--- config.mk ---
export PLATFORM = sky130hd
export DESIGN_NAME = shiftreg_sequencer_flat
export DESIGN_NICKNAME = d
export VERILOG_FILES = /design/src/rtl/shiftreg_pkg.sv /design/src/rtl/shiftreg_sequencer_if.sv /design/src/rtl/shiftreg_sequencer_phase_counter.sv /design/src/rtl/shiftreg_sequencer.sv /design/src/flat_wrapper.sv
export SDC_FILE = /design/constraint.sdc
export NUM_CORES = 1
export LEC_CHECK = 0
export CORE_MARGIN = 1.5
export CORE_UTILIZATION = 56
export CTS_CLUSTER_DIAMETER = 40
export CTS_CLUSTER_SIZE = 12
export DETAILED_ROUTE_END_ITERATION = 10
export HOLD_SLACK_MARGIN = 0.12
export PLACE_DENSITY = 0.91
export SLEW_MARGIN = 20
export SYNTH_ARGS = -nofsm -noshare
export SYNTH_HDL_FRONTEND = slang
export SYNTH_SLANG_ARGS = --single-unit
--- constraint.sdc ---
create_clock -name CLK -period 3.73 [get_ports CLK]
set_input_delay 0.746 -clock CLK [delete_from_list [all_inputs] [get_ports CLK]]
set_output_delay 0.746 -clock CLK [all_outputs]
set_load 0.005 [all_outputs]
--- src/rtl/shiftreg_pkg.sv ---
// Shared constants, state encoding and helpers for the shift-register sequencer.
package shiftreg_pkg;

  // Default frame geometry.
  localparam int unsigned DefSizeSrStat = 88;
  localparam int unsigned DefSizeSrDyn  = 16;
  localparam int unsigned DefGapCycles  = 2;

  // Width of the bit counter; covers phases of up to 128 bits and the gap count.
  localparam int unsigned BitCntW = 7;

  typedef enum logic [2:0] {
    StIdle = 3'd0,
    StLoad = 3'd1,
    StStat = 3'd2,
    StGap  = 3'd3,
    StDyn  = 3'd4,
    StFin  = 3'd5
  } state_e;

  // Index width needed to address an n-bit shadow word (at least 1 bit).
  function automatic int unsigned idx_w(input int unsigned n);
    return (n > 1) ? $clog2(n) : 1;
  endfunction

endpackage

--- src/rtl/shiftreg_sequencer_if.sv ---
// Request/response bundle between a frame requester and the sequencer.
interface shiftreg_sequencer_if #(
  parameter int unsigned SIZESRSTAT = shiftreg_pkg::DefSizeSrStat,
  parameter int unsigned SIZESRDYN  = shiftreg_pkg::DefSizeSrDyn
);
  import shiftreg_pkg::*;

  // Requester side
  logic                  START;
  logic                  ABORT;
  logic [SIZESRSTAT-1:0] STAT_WORD;
  logic [SIZESRDYN-1:0]  DYN_WORD;

  // Sequencer side
  logic                  SELSTAT;
  logic                  SELDYN;
  logic                  SDATA;
  logic [BitCntW-1:0]    BIT_CNT;
  logic                  BUSY;
  logic                  DONE;

  modport master (
    output START,
    output ABORT,
    output STAT_WORD,
    output DYN_WORD,
    input  SELSTAT,
    input  SELDYN,
    input  SDATA,
    input  BIT_CNT,
    input  BUSY,
    input  DONE
  );

  modport slave (
    input  START,
    input  ABORT,
    input  STAT_WORD,
    input  DYN_WORD,
    output SELSTAT,
    output SELDYN,
    output SDATA,
    output BIT_CNT,
    output BUSY,
    output DONE
  );

endinterface

--- src/rtl/shiftreg_sequencer_phase_counter.sv ---
// Phase counter: clears on load, counts up while enabled, flags the terminal value.
module phase_counter #(
  parameter int unsigned Width = 7
) (
  input  logic             i_clk,
  input  logic             i_rst_n,
  input  logic             i_load,
  input  logic             i_en,
  input  logic [Width-1:0] i_last,
  output logic [Width-1:0] o_cnt,
  output logic             o_tc
);

  logic [Width-1:0] r_cnt_q;
  logic [Width-1:0] w_cnt_d;

  // Next count: load wins over enable so every phase starts from zero.
  always_comb begin
    w_cnt_d = r_cnt_q;
    if (i_load) begin
      w_cnt_d = '0;
    end else if (i_en) begin
      w_cnt_d = r_cnt_q + Width'(1);
    end
  end

  // Count register.
  always_ff @(posedge i_clk or negedge i_rst_n) begin
    if (!i_rst_n) begin
      r_cnt_q <= '0;
    end else begin
      r_cnt_q <= w_cnt_d;
    end
  end

  assign o_cnt = r_cnt_q;
  assign o_tc  = (r_cnt_q == i_last);

endmodule

--- src/rtl/shiftreg_sequencer.sv ---
// Frame sequencer: serialises a static word then a dynamic word, MSB first,
// with a programmable idle gap between the two phases. All outputs are
// registered one cycle behind the state register.
module shiftreg_sequencer
  import shiftreg_pkg::*;
#(
  parameter int unsigned SIZESRSTAT = DefSizeSrStat,
  parameter int unsigned SIZESRDYN  = DefSizeSrDyn,
  parameter int unsigned GAP_CYCLES = DefGapCycles
) (
  input logic                 CLK,
  input logic                 RST_N,
  shiftreg_sequencer_if.slave bus
);

  localparam int unsigned StatIdxW = idx_w(SIZESRSTAT);
  localparam int unsigned DynIdxW  = idx_w(SIZESRDYN);

  // Terminal counts per counted state.
  localparam logic [BitCntW-1:0] LastStat = BitCntW'(SIZESRSTAT - 1);
  localparam logic [BitCntW-1:0] LastDyn  = BitCntW'(SIZESRDYN - 1);
  localparam logic [BitCntW-1:0] LastGap  = BitCntW'((GAP_CYCLES > 0) ? GAP_CYCLES - 1 : 0);

  state_e r_state_q;
  state_e w_state_d;

  logic [SIZESRSTAT-1:0] r_stat_q;
  logic [SIZESRDYN-1:0]  r_dyn_q;

  logic               w_accept;
  logic               w_abort;
  logic               w_cnt_load;
  logic               w_cnt_en;
  logic [BitCntW-1:0] w_cnt;
  logic [BitCntW-1:0] w_last;
  logic               w_tc;

  logic [StatIdxW-1:0] w_stat_idx;
  logic [DynIdxW-1:0]  w_dyn_idx;
  logic                w_sdata;
  logic [BitCntW-1:0]  w_bit_cnt;

  logic               r_selstat_q;
  logic               r_seldyn_q;
  logic               r_sdata_q;
  logic [BitCntW-1:0] r_bit_cnt_q;
  logic               r_busy_q;
  logic               r_done_q;

  // ABORT beats START in IDLE; outside IDLE START is simply not looked at.
  assign w_accept = (r_state_q == StIdle) && bus.START && !bus.ABORT;
  assign w_abort  = (r_state_q != StIdle) && bus.ABORT;

  // Next-state logic and per-state terminal count selection.
  always_comb begin
    w_state_d = r_state_q;
    w_last    = '0;
    unique case (r_state_q)
      StIdle: begin
        if (w_accept) begin
          w_state_d = StLoad;
        end
      end
      StLoad: begin
        w_state_d = StStat;
      end
      StStat: begin
        w_last = LastStat;
        if (w_tc) begin
          w_state_d = (GAP_CYCLES == 0) ? StDyn : StGap;
        end
      end
      StGap: begin
        w_last = LastGap;
        if (w_tc) begin
          w_state_d = StDyn;
        end
      end
      StDyn: begin
        w_last = LastDyn;
        if (w_tc) begin
          w_state_d = StFin;
        end
      end
      StFin: begin
        w_state_d = StIdle;
      end
      default: begin
        w_state_d = StIdle;
      end
    endcase
    if (w_abort) begin
      w_state_d = StIdle;
    end
  end

  // State register.
  always_ff @(posedge CLK or negedge RST_N) begin
    if (!RST_N) begin
      r_state_q <= StIdle;
    end else begin
      r_state_q <= w_state_d;
    end
  end

  // Shadow words are only written on an accepted START, so they hold while busy.
  always_ff @(posedge CLK or negedge RST_N) begin
    if (!RST_N) begin
      r_stat_q <= '0;
      r_dyn_q  <= '0;
    end else if (w_accept) begin
      r_stat_q <= bus.STAT_WORD;
      r_dyn_q  <= bus.DYN_WORD;
    end
  end

  // Counter restarts on every state change and only runs in counted states.
  assign w_cnt_load = (w_state_d != r_state_q);
  assign w_cnt_en   = (r_state_q == StStat) || (r_state_q == StGap) || (r_state_q == StDyn);

  phase_counter #(
    .Width (BitCntW)
  ) u_phase_counter (
    .i_clk   (CLK),
    .i_rst_n (RST_N),
    .i_load  (w_cnt_load),
    .i_en    (w_cnt_en),
    .i_last  (w_last),
    .o_cnt   (w_cnt),
    .o_tc    (w_tc)
  );

  // MSB-first bit selection.
  assign w_stat_idx = StatIdxW'(SIZESRSTAT - 1) - w_cnt[StatIdxW-1:0];
  assign w_dyn_idx  = DynIdxW'(SIZESRDYN - 1) - w_cnt[DynIdxW-1:0];

  // Serial data and bit index are only meaningful in the shift phases.
  always_comb begin
    w_sdata   = 1'b0;
    w_bit_cnt = '0;
    unique case (r_state_q)
      StStat: begin
        w_sdata   = r_stat_q[w_stat_idx];
        w_bit_cnt = w_cnt;
      end
      StDyn: begin
        w_sdata   = r_dyn_q[w_dyn_idx];
        w_bit_cnt = w_cnt;
      end
      default: begin
        w_sdata   = 1'b0;
        w_bit_cnt = '0;
      end
    endcase
  end

  // Output registers; an abort clears them on the same edge the FSM returns to IDLE.
  always_ff @(posedge CLK or negedge RST_N) begin
    if (!RST_N) begin
      r_selstat_q <= 1'b0;
      r_seldyn_q  <= 1'b0;
      r_sdata_q   <= 1'b0;
      r_bit_cnt_q <= '0;
      r_busy_q    <= 1'b0;
      r_done_q    <= 1'b0;
    end else if (w_abort) begin
      r_selstat_q <= 1'b0;
      r_seldyn_q  <= 1'b0;
      r_sdata_q   <= 1'b0;
      r_bit_cnt_q <= '0;
      r_busy_q    <= 1'b0;
      r_done_q    <= 1'b0;
    end else begin
      r_selstat_q <= (r_state_q == StStat);
      r_seldyn_q  <= (r_state_q == StDyn);
      r_sdata_q   <= w_sdata;
      r_bit_cnt_q <= w_bit_cnt;
      r_busy_q    <= (r_state_q != StIdle);
      r_done_q    <= (r_state_q == StFin);
    end
  end

  assign bus.SELSTAT = r_selstat_q;
  assign bus.SELDYN  = r_seldyn_q;
  assign bus.SDATA   = r_sdata_q;
  assign bus.BIT_CNT = r_bit_cnt_q;
  assign bus.BUSY    = r_busy_q;
  assign bus.DONE    = r_done_q;

endmodule

--- src/flat_wrapper.sv ---
// flat-port wrapper written by rule: the top's interface ports become plain ports
module shiftreg_sequencer_flat import shiftreg_pkg::*;
#(
  parameter int unsigned SIZESRSTAT = DefSizeSrStat,
  parameter int unsigned SIZESRDYN  = DefSizeSrDyn,
  parameter int unsigned GAP_CYCLES = DefGapCycles
)
  (CLK, RST_N, bus_START, bus_ABORT, bus_STAT_WORD, bus_DYN_WORD, bus_SELSTAT, bus_SELDYN, bus_SDATA, bus_BIT_CNT, bus_BUSY, bus_DONE);
  shiftreg_sequencer_if #(.SIZESRSTAT(SIZESRSTAT), .SIZESRDYN(SIZESRDYN)) bus_i ();
  input logic CLK;
  input logic RST_N;
  input wire logic [$bits(bus_i.START)-1:0] bus_START;
  input wire logic [$bits(bus_i.ABORT)-1:0] bus_ABORT;
  input wire logic [$bits(bus_i.STAT_WORD)-1:0] bus_STAT_WORD;
  input wire logic [$bits(bus_i.DYN_WORD)-1:0] bus_DYN_WORD;
  output wire logic [$bits(bus_i.SELSTAT)-1:0] bus_SELSTAT;
  output wire logic [$bits(bus_i.SELDYN)-1:0] bus_SELDYN;
  output wire logic [$bits(bus_i.SDATA)-1:0] bus_SDATA;
  output wire logic [$bits(bus_i.BIT_CNT)-1:0] bus_BIT_CNT;
  output wire logic [$bits(bus_i.BUSY)-1:0] bus_BUSY;
  output wire logic [$bits(bus_i.DONE)-1:0] bus_DONE;
  assign bus_i.START = bus_START;
  assign bus_i.ABORT = bus_ABORT;
  assign bus_i.STAT_WORD = bus_STAT_WORD;
  assign bus_i.DYN_WORD = bus_DYN_WORD;
  assign bus_SELSTAT = bus_i.SELSTAT;
  assign bus_SELDYN = bus_i.SELDYN;
  assign bus_SDATA = bus_i.SDATA;
  assign bus_BIT_CNT = bus_i.BIT_CNT;
  assign bus_BUSY = bus_i.BUSY;
  assign bus_DONE = bus_i.DONE;
  shiftreg_sequencer #(.SIZESRSTAT(SIZESRSTAT), .SIZESRDYN(SIZESRDYN), .GAP_CYCLES(GAP_CYCLES)) u_core (.CLK(CLK), .RST_N(RST_N), .bus(bus_i));
endmodule
==> flow_summary.yaml, run 1 <==
floorplan:
  io_pins: 120
  die-area_sq_mm: 0.01113
  initial_utilization: 0.5724
  rows: 37
  die_x_um: 105.5
  die_h_um: 105.5
  core_sq_mm: 0.01028
yosys:
  synth_compound_area_frac: 0.03849
  yosysSeqAreaShare: 0.5359
  synth_cells: 405
  synth_edf_count: 0
  synthTopCellsByArea: "dfrtp_1, mux2_2, mux4_2, mux2i_1, buf_6"
  synth_top_area_share: 0.5359
  synth_top_family_by_area: "multiplexers"
  synth_top_area_cell: "dfrtp_1"
  synth_xor_area_frac: 0.01489
  synthFlopType: "dfrtp_1"
  yosys_warnings: 0
  syn-num-nets: 516
  syn_avg_cell_area_sq_um: 14.53
  synthSimpleGateAreaFrac: 0.05912
  synthMuxAreaShare: 0.3154
  ys_types: 55
  synth_fa_ha_area_frac: 0.006380
  syn_area_sq_mm: 0.005883
  ys_ff_latch: 126
  yosys-top-cells-count: "dfrtp_1, mux2_2, mux4_2, mux2i_1, nor2_1"
  synthArstFlopShare: 1.000
  synth.most_common_cell: "dfrtp_1"
clock_network:
  cts_buffer_depth: 2
  cts_setup_buffers: 0
  clockRootBuffer: "clkbuf_8"
  cts_tree: "built"
  cts_num_sinks: 126
  cts_hold_buffers: 0
  htree_levels: 4
  clk_pin_slew_worst_paths_ns: 0.06
  cts_resized: 0
  cts_inserted_buffers: 17
  clkLatencyLatePin_ns: 0.52
placed_design:
  dp_hpwl_mm: 8.547
  port_buffers: 119
  gp_routability_congestion: 0.8292
timing:
  period_share: 0.7149
  worst_slew_pin_slew_ns: 0.8860
  fin_hold_ws_ns: 0.2966
  setup_viol: 0
  slew-limit-headroom: 0.4094
  finClkSkew_ns: 0.008528
  clock.fmax_ghz: 0.3750
  min_period_ns: 2.667
  tns_ns: 0
  grt_setup_unrepaired: "false"
  drv_slew: 0
  hold_viol: 0
drt:
  drt_iter0_drc: 165
  dr.pass1.iters: 4
  drt_drc_violations_left: 0
  viasPerCell: 5.696
  ant_nets: 0
  wl_per_cell_um: 18.74
  wirelength_mm: 12.52
  vias: 3805
power_and_ir_drop:
  switching_share: 0.2654
  p_comb_frac: 0.256
  p_sw_w: 0.001342
  p_clk_frac: 0.320
  ir_drop_mv: 0.3563
  p_per_area_mw_per_mm2: 653.5
  p_leak_nw: 3.156
  p_int_w: 0.003713
  seqPwrFrac: 0.423
critical_path:
  start_kind: "flop"
  cp_max_fo: 30
  r2r_slack_ns: 1.06
  end_kind: "flop"
  critical-path-slowest-cell: "dfrtp_2"
  worstPathArrival_ns: 3.06
  crit_required_ns: 4.12
  setup.worst_path.class: "flop to flop"
  worst-path-buf-inv: 1
  timing.rr.start: "u_core.u_phase_counter.o_cnt[0]"
  r2r_end: "u_core.bus.SDATA"
  r2r_cells: 6
  cp_top_family: "flip-flops"
  max_stage_delay_ns: 0.93
  crit_chain: "buf_4, mux4_2, mux2_2, o211ai_1, a22o_1, o31ai_2"
run:
  maxCapViolCount: 0
finish:
  drive_gt1_frac: 0.3308
  syn_to_final_growth_pct: 31.48
  diodes: 0
  fillers: 623
  nets: 630
worst_hold_path:
  hp-class: "input port to async pin"
outcome:
  run_status: "completed"
global_route:
  grt_pass1_wl_mm: 20.57
  track_usage: 0.2443
  grt_max_degree: 66
  overflow: 0
  antenna_found_initial: 0
  grt_pass1_vias: 4213
-- per-stage QoR --
stage	setup slack [ns]	cell area (sq um)	util	power, W	cells
after floorplan	1.495	5883	-	0.003053	405
after global placement	0.7577	7142	0.6949	0.003350	636
after detailed placement	0.6677	7142	0.6949	0.003444	636
after CTS	1.002	7735	0.7526	0.005091	668
after global routing	0.8710	7735	0.7526	0.005295	668
final	1.063	7735	0.7526	0.005055	668
-- layout by cell type (no fill, tap or decap), types with 2 or more instances in the layout --
cell type and instances:
a21boi_0 2, a21oi_1 6, a22oi_1 3, and2_1 7, and2b_1 2, buf_4 5, bufinv_16 2, clkbuf_16 16
clkbuf_8 6, clkdlybuf4s50_1 118, clkinv_2 3, clkinvlp_4 3, dfrtp_1 125, ha_1 3, inv_1 3, mux2_2 105
mux2i_1 14, mux4_2 23, nand2_1 11, nand3_1 4, nand3b_1 2, nand4_1 2, nor2_1 14, nor2b_1 3
nor3_1 2, o21ai_0 3, or3_1 2, xnor2_1 5, xor2_1 5
-- per-layer routing --
metal | vias up | share of wire | GRT usage
met5 | - | 0 | 0
li1 | 1705 | - | -
met2 | 127 | 0.53 | 0.4206
met4 | 0 | 0.014 | 0.08784
met3 | 16 | 0.071 | 0.08596
met1 | 1957 | 0.39 | 0.2832
-- flip-flops by register name, summed over array words and instances, names as in the netlist --
| name | cells |
|---|---|
| u_core.bus.BIT_CNT | 7 |
| u_core.bus.BUSY | 1 |
| u_core.bus.DONE | 1 |
| u_core.bus.SDATA | 1 |
| u_core.bus.SELDYN | 1 |
| u_core.bus.SELSTAT | 1 |
| u_core.r_dyn_q | 16 |
| u_core.r_stat_q | 88 |
| u_core.r_state_q | 3 |
| u_core.u_phase_counter.o_cnt | 7 |
-- logic make-up (layout without fill, tap and decap cells) --
family	after synthesis	after routing
compound gates	29	29
fa+ha+maj	3	3
flops	126	126
simple gates	62	62
mux	143	143
buf+inv	32	159
xor+xnor	10	10
-- power groups by stage --
stage / Sequential (W) / Combinational [W] / Clock (W)
6_report: 0.00214 / 0.00130 / 0.00162
3_5_place_dp: 0.00215 / 0.00129 / 0
4_1_cts: 0.00214 / 0.00131 / 0.00164
5_1_grt: 0.00220 / 0.00139 / 0.00170
2_1_floorplan: 0.00198 / 0.00108 / 0
3_3_place_gp: 0.00211 / 0.00124 / 0
-- worst max path at each step --
stage                               startpoint             endpoint  slack, ns  depth (start not counted)
6_report       u_core.u_phase_counter.o_cnt[0]     u_core.bus.SDATA       1.06                          6
5_1_grt        u_core.u_phase_counter.o_cnt[0]     u_core.bus.SDATA       0.87                          6
4_1_cts        u_core.u_phase_counter.o_cnt[0]     u_core.bus.SDATA       1.00                          6
3_5_place_dp                         bus_ABORT  u_core.r_stat_q[39]       0.67                          5
3_3_place_gp                         bus_ABORT  u_core.r_stat_q[77]       0.76                          5
2_1_floorplan                        bus_ABORT  u_core.r_stat_q[10]       1.50                          6
-- cell type report --
cell class | count | area [sq um] | share of cell area
multi-input cells | 247 | 2567 | 0.3319
flip-flops and latches | 126 | 3154 | 0.4078
well taps | 136 | 170.2 | 0.02200
clock buffers | 23 | 486.7 | 0.06292
repair buffers | 124 | 1239 | 0.1601
clock inverters | 9 | 106.4 | 0.01375
inverters | 3 | 11.26 | 0.001456
Note: power is estimated with default switching activity, not from simulation.
==> run 2: changes to the inputs <==
Settings changed: CORE_UTILIZATION 56 to 47, PLACE_DENSITY 0.91 to 0.82.
Clock period 3.73 ns to 2.45 ns, I/O delays scaled along.
==> flow_summary.yaml, run 2 (synthesis results as in run 1) <==
outcome:
  run_status: "completed"
placed_design:
  dp_hpwl_mm: 9.455
  gp_routability_congestion: 0.8211
  port_buffers: 119
timing:
  grt_setup_unrepaired: "false"
  finClkSkew_ns: 0.006525
  slew-limit-headroom: 0.6125
  fin_hold_ws_ns: 0.5020
  hold_viol: 0
  period_share: 0.9232
  min_period_ns: 2.262
  drv_slew: 0
  clock.fmax_ghz: 0.4421
  worst_slew_pin_slew_ns: 0.5813
  tns_ns: 0
  setup_viol: 0
floorplan:
  rows: 40
  core_sq_mm: 0.01211
  die_h_um: 114.9
  die-area_sq_mm: 0.01320
  io_pins: 120
  die_x_um: 114.9
  initial_utilization: 0.4857
finish:
  top_regs: "u_core.r_stat_q x88, u_core.r_dyn_q x16"
  utilization: 0.6525
  largest_register_ffs: 88
  nets: 650
  layout_common_cells: "dfrtp_1, clkdlybuf4s50_1, mux2_2, mux4_2, buf_4"
  layout_commonest_cell: "dfrtp_1"
  syn_to_final_growth_pct: 34.33
  drive_gt1_frac: 0.3479
  diodes: 0
  largest-register: "u_core.r_stat_q"
global_route:
  overflow: 0
  grt_max_degree: 47
  grt_pass1_vias: 4186
  antenna_found_initial: 0
  grt_pass1_wl_mm: 20.93
  track_usage: 0.2137
drt:
  drt_drc_violations_left: 0
  wl_per_cell_um: 17.91
  viasPerCell: 5.346
  wirelength_mm: 12.85
  dr.pass1.iters: 5
  ant_nets: 0
  vias: 3833
  drt_iter0_drc: 123
clock_network:
  htree_levels: 4
  cts_tree: "built"
  cts_inserted_buffers: 17
  cts_num_sinks: 126
  clk_pin_slew_worst_paths_ns: 0.05
  clkLatencyLatePin_ns: 0.42
  cts_buffer_depth: 2
  cts_resized: 0
  cts_setup_buffers: 0
  clockRootBuffer: "clkbuf_16"
  cts_hold_buffers: 1
run:
  maxCapViolCount: 0
critical_path:
  cp_max_fo: 13
  cp-startpoint: "u_core.u_phase_counter.o_cnt[0]"
  worstPathArrival_ns: 2.56
  end_kind: "flop"
  crit_chain: "mux4_2, mux4_2, a211o_1, nand3_1, o31ai_2"
  crit_required_ns: 2.74
  path_common_cell: "mux4_2"
  setup.worst_path.class: "flop to flop"
  max_stage_delay_ns: 0.62
  worst-path-buf-inv: 0
  start_kind: "flop"
  critical-path-slowest-cell: "dfrtp_2"
  cp_top_family: "multiplexers"
  timing.rr.start: "u_core.u_phase_counter.o_cnt[0]"
power_and_ir_drop:
  p_sw_w: 0.002019
  p_per_area_mw_per_mm2: 946.4
  seqPwrFrac: 0.426
  p_comb_frac: 0.284
  p_clk_frac: 0.289
  switching_share: 0.2699
  p_int_w: 0.005460
  total_power_w: 0.007479
  ir_drop_mv: 0.5250
  p_leak_nw: 3.248
worst_hold_path:
  hp-class: "flop to flop"
  min-delay-start: "u_core.r_dyn_q[12]"
[run 2: cell count changes in the layout (fill, tap and decap cells not counted), moves of 2 or more]
cell / change
buf_12: +5
buf_4: +14
bufinv_16: -2
clkinv_2: +3
clkbuf_8: -4
[run 2: final cells by class]
| class | instances | area [sq um] |
|---|---|---|
| well taps | 168 | 210.2 |
| inverters | 3 | 11.26 |
| clock buffers | 21 | 460.4 |
| clock inverters | 8 | 45.04 |
| repair buffers | 144 | 1454 |
| fillers | 922 | 4209 |
| multi-input cells | 247 | 2567 |
| flip-flops and latches | 126 | 3154 |
[run 2: through the flow]
step | setup WS, ns | std cells | area (sq um)
6_report | 0.1883 | 717 | 7903
2_1_floorplan | 0.3476 | 405 | 5883
4_1_cts | 0.1661 | 717 | 7903
3_3_place_gp | 0.2101 | 687 | 7387
3_5_place_dp | 0.1717 | 687 | 7387
5_1_grt | 0.02533 | 717 | 7903
[run 2: worst paths after layout]
kind	to	slack, ns	depth (start not counted)
max in group asynchronous	u_core.r_stat_q[61]	1.18	3
min reg2reg	u_core.r_dyn_q[12]	0.50	1
min in group asynchronous	u_core.r_stat_q[69]	0.60	2
max reg2reg	u_core.bus.SDATA	0.19	5
max	u_core.bus.SDATA	0.19	5
min	u_core.r_dyn_q[12]	0.50	1
[run 2: metal layers]
| metal | wire length (um) | global-route usage |
|---|---|---|
| met1 | 5595 | 0.2657 |
| met2 | 6471 | 0.3560 |
| met3 | 633 | 0.06747 |
| met4 | 145 | 0.07325 |
| met5 | 0 | 0 |
[run 2: power by group through the flow]
stage               logic, W  registers (W)  clock network, W
floorplan            0.00164        0.00301                 0
global placement     0.00205        0.00318                 0
detailed placement   0.00213        0.00322                 0
CTS                  0.00215        0.00319           0.00221
global route         0.00229        0.00327           0.00230
finish               0.00213        0.00319           0.00216
[run 2: worst reg2reg max path, stage by stage (launching register included)]
cell and delay (ns):
dfrtp_2 0.62, mux4_2 0.56, mux4_2 0.51, a211o_1 0.28, nand3_1 0.10, o31ai_2 0.07
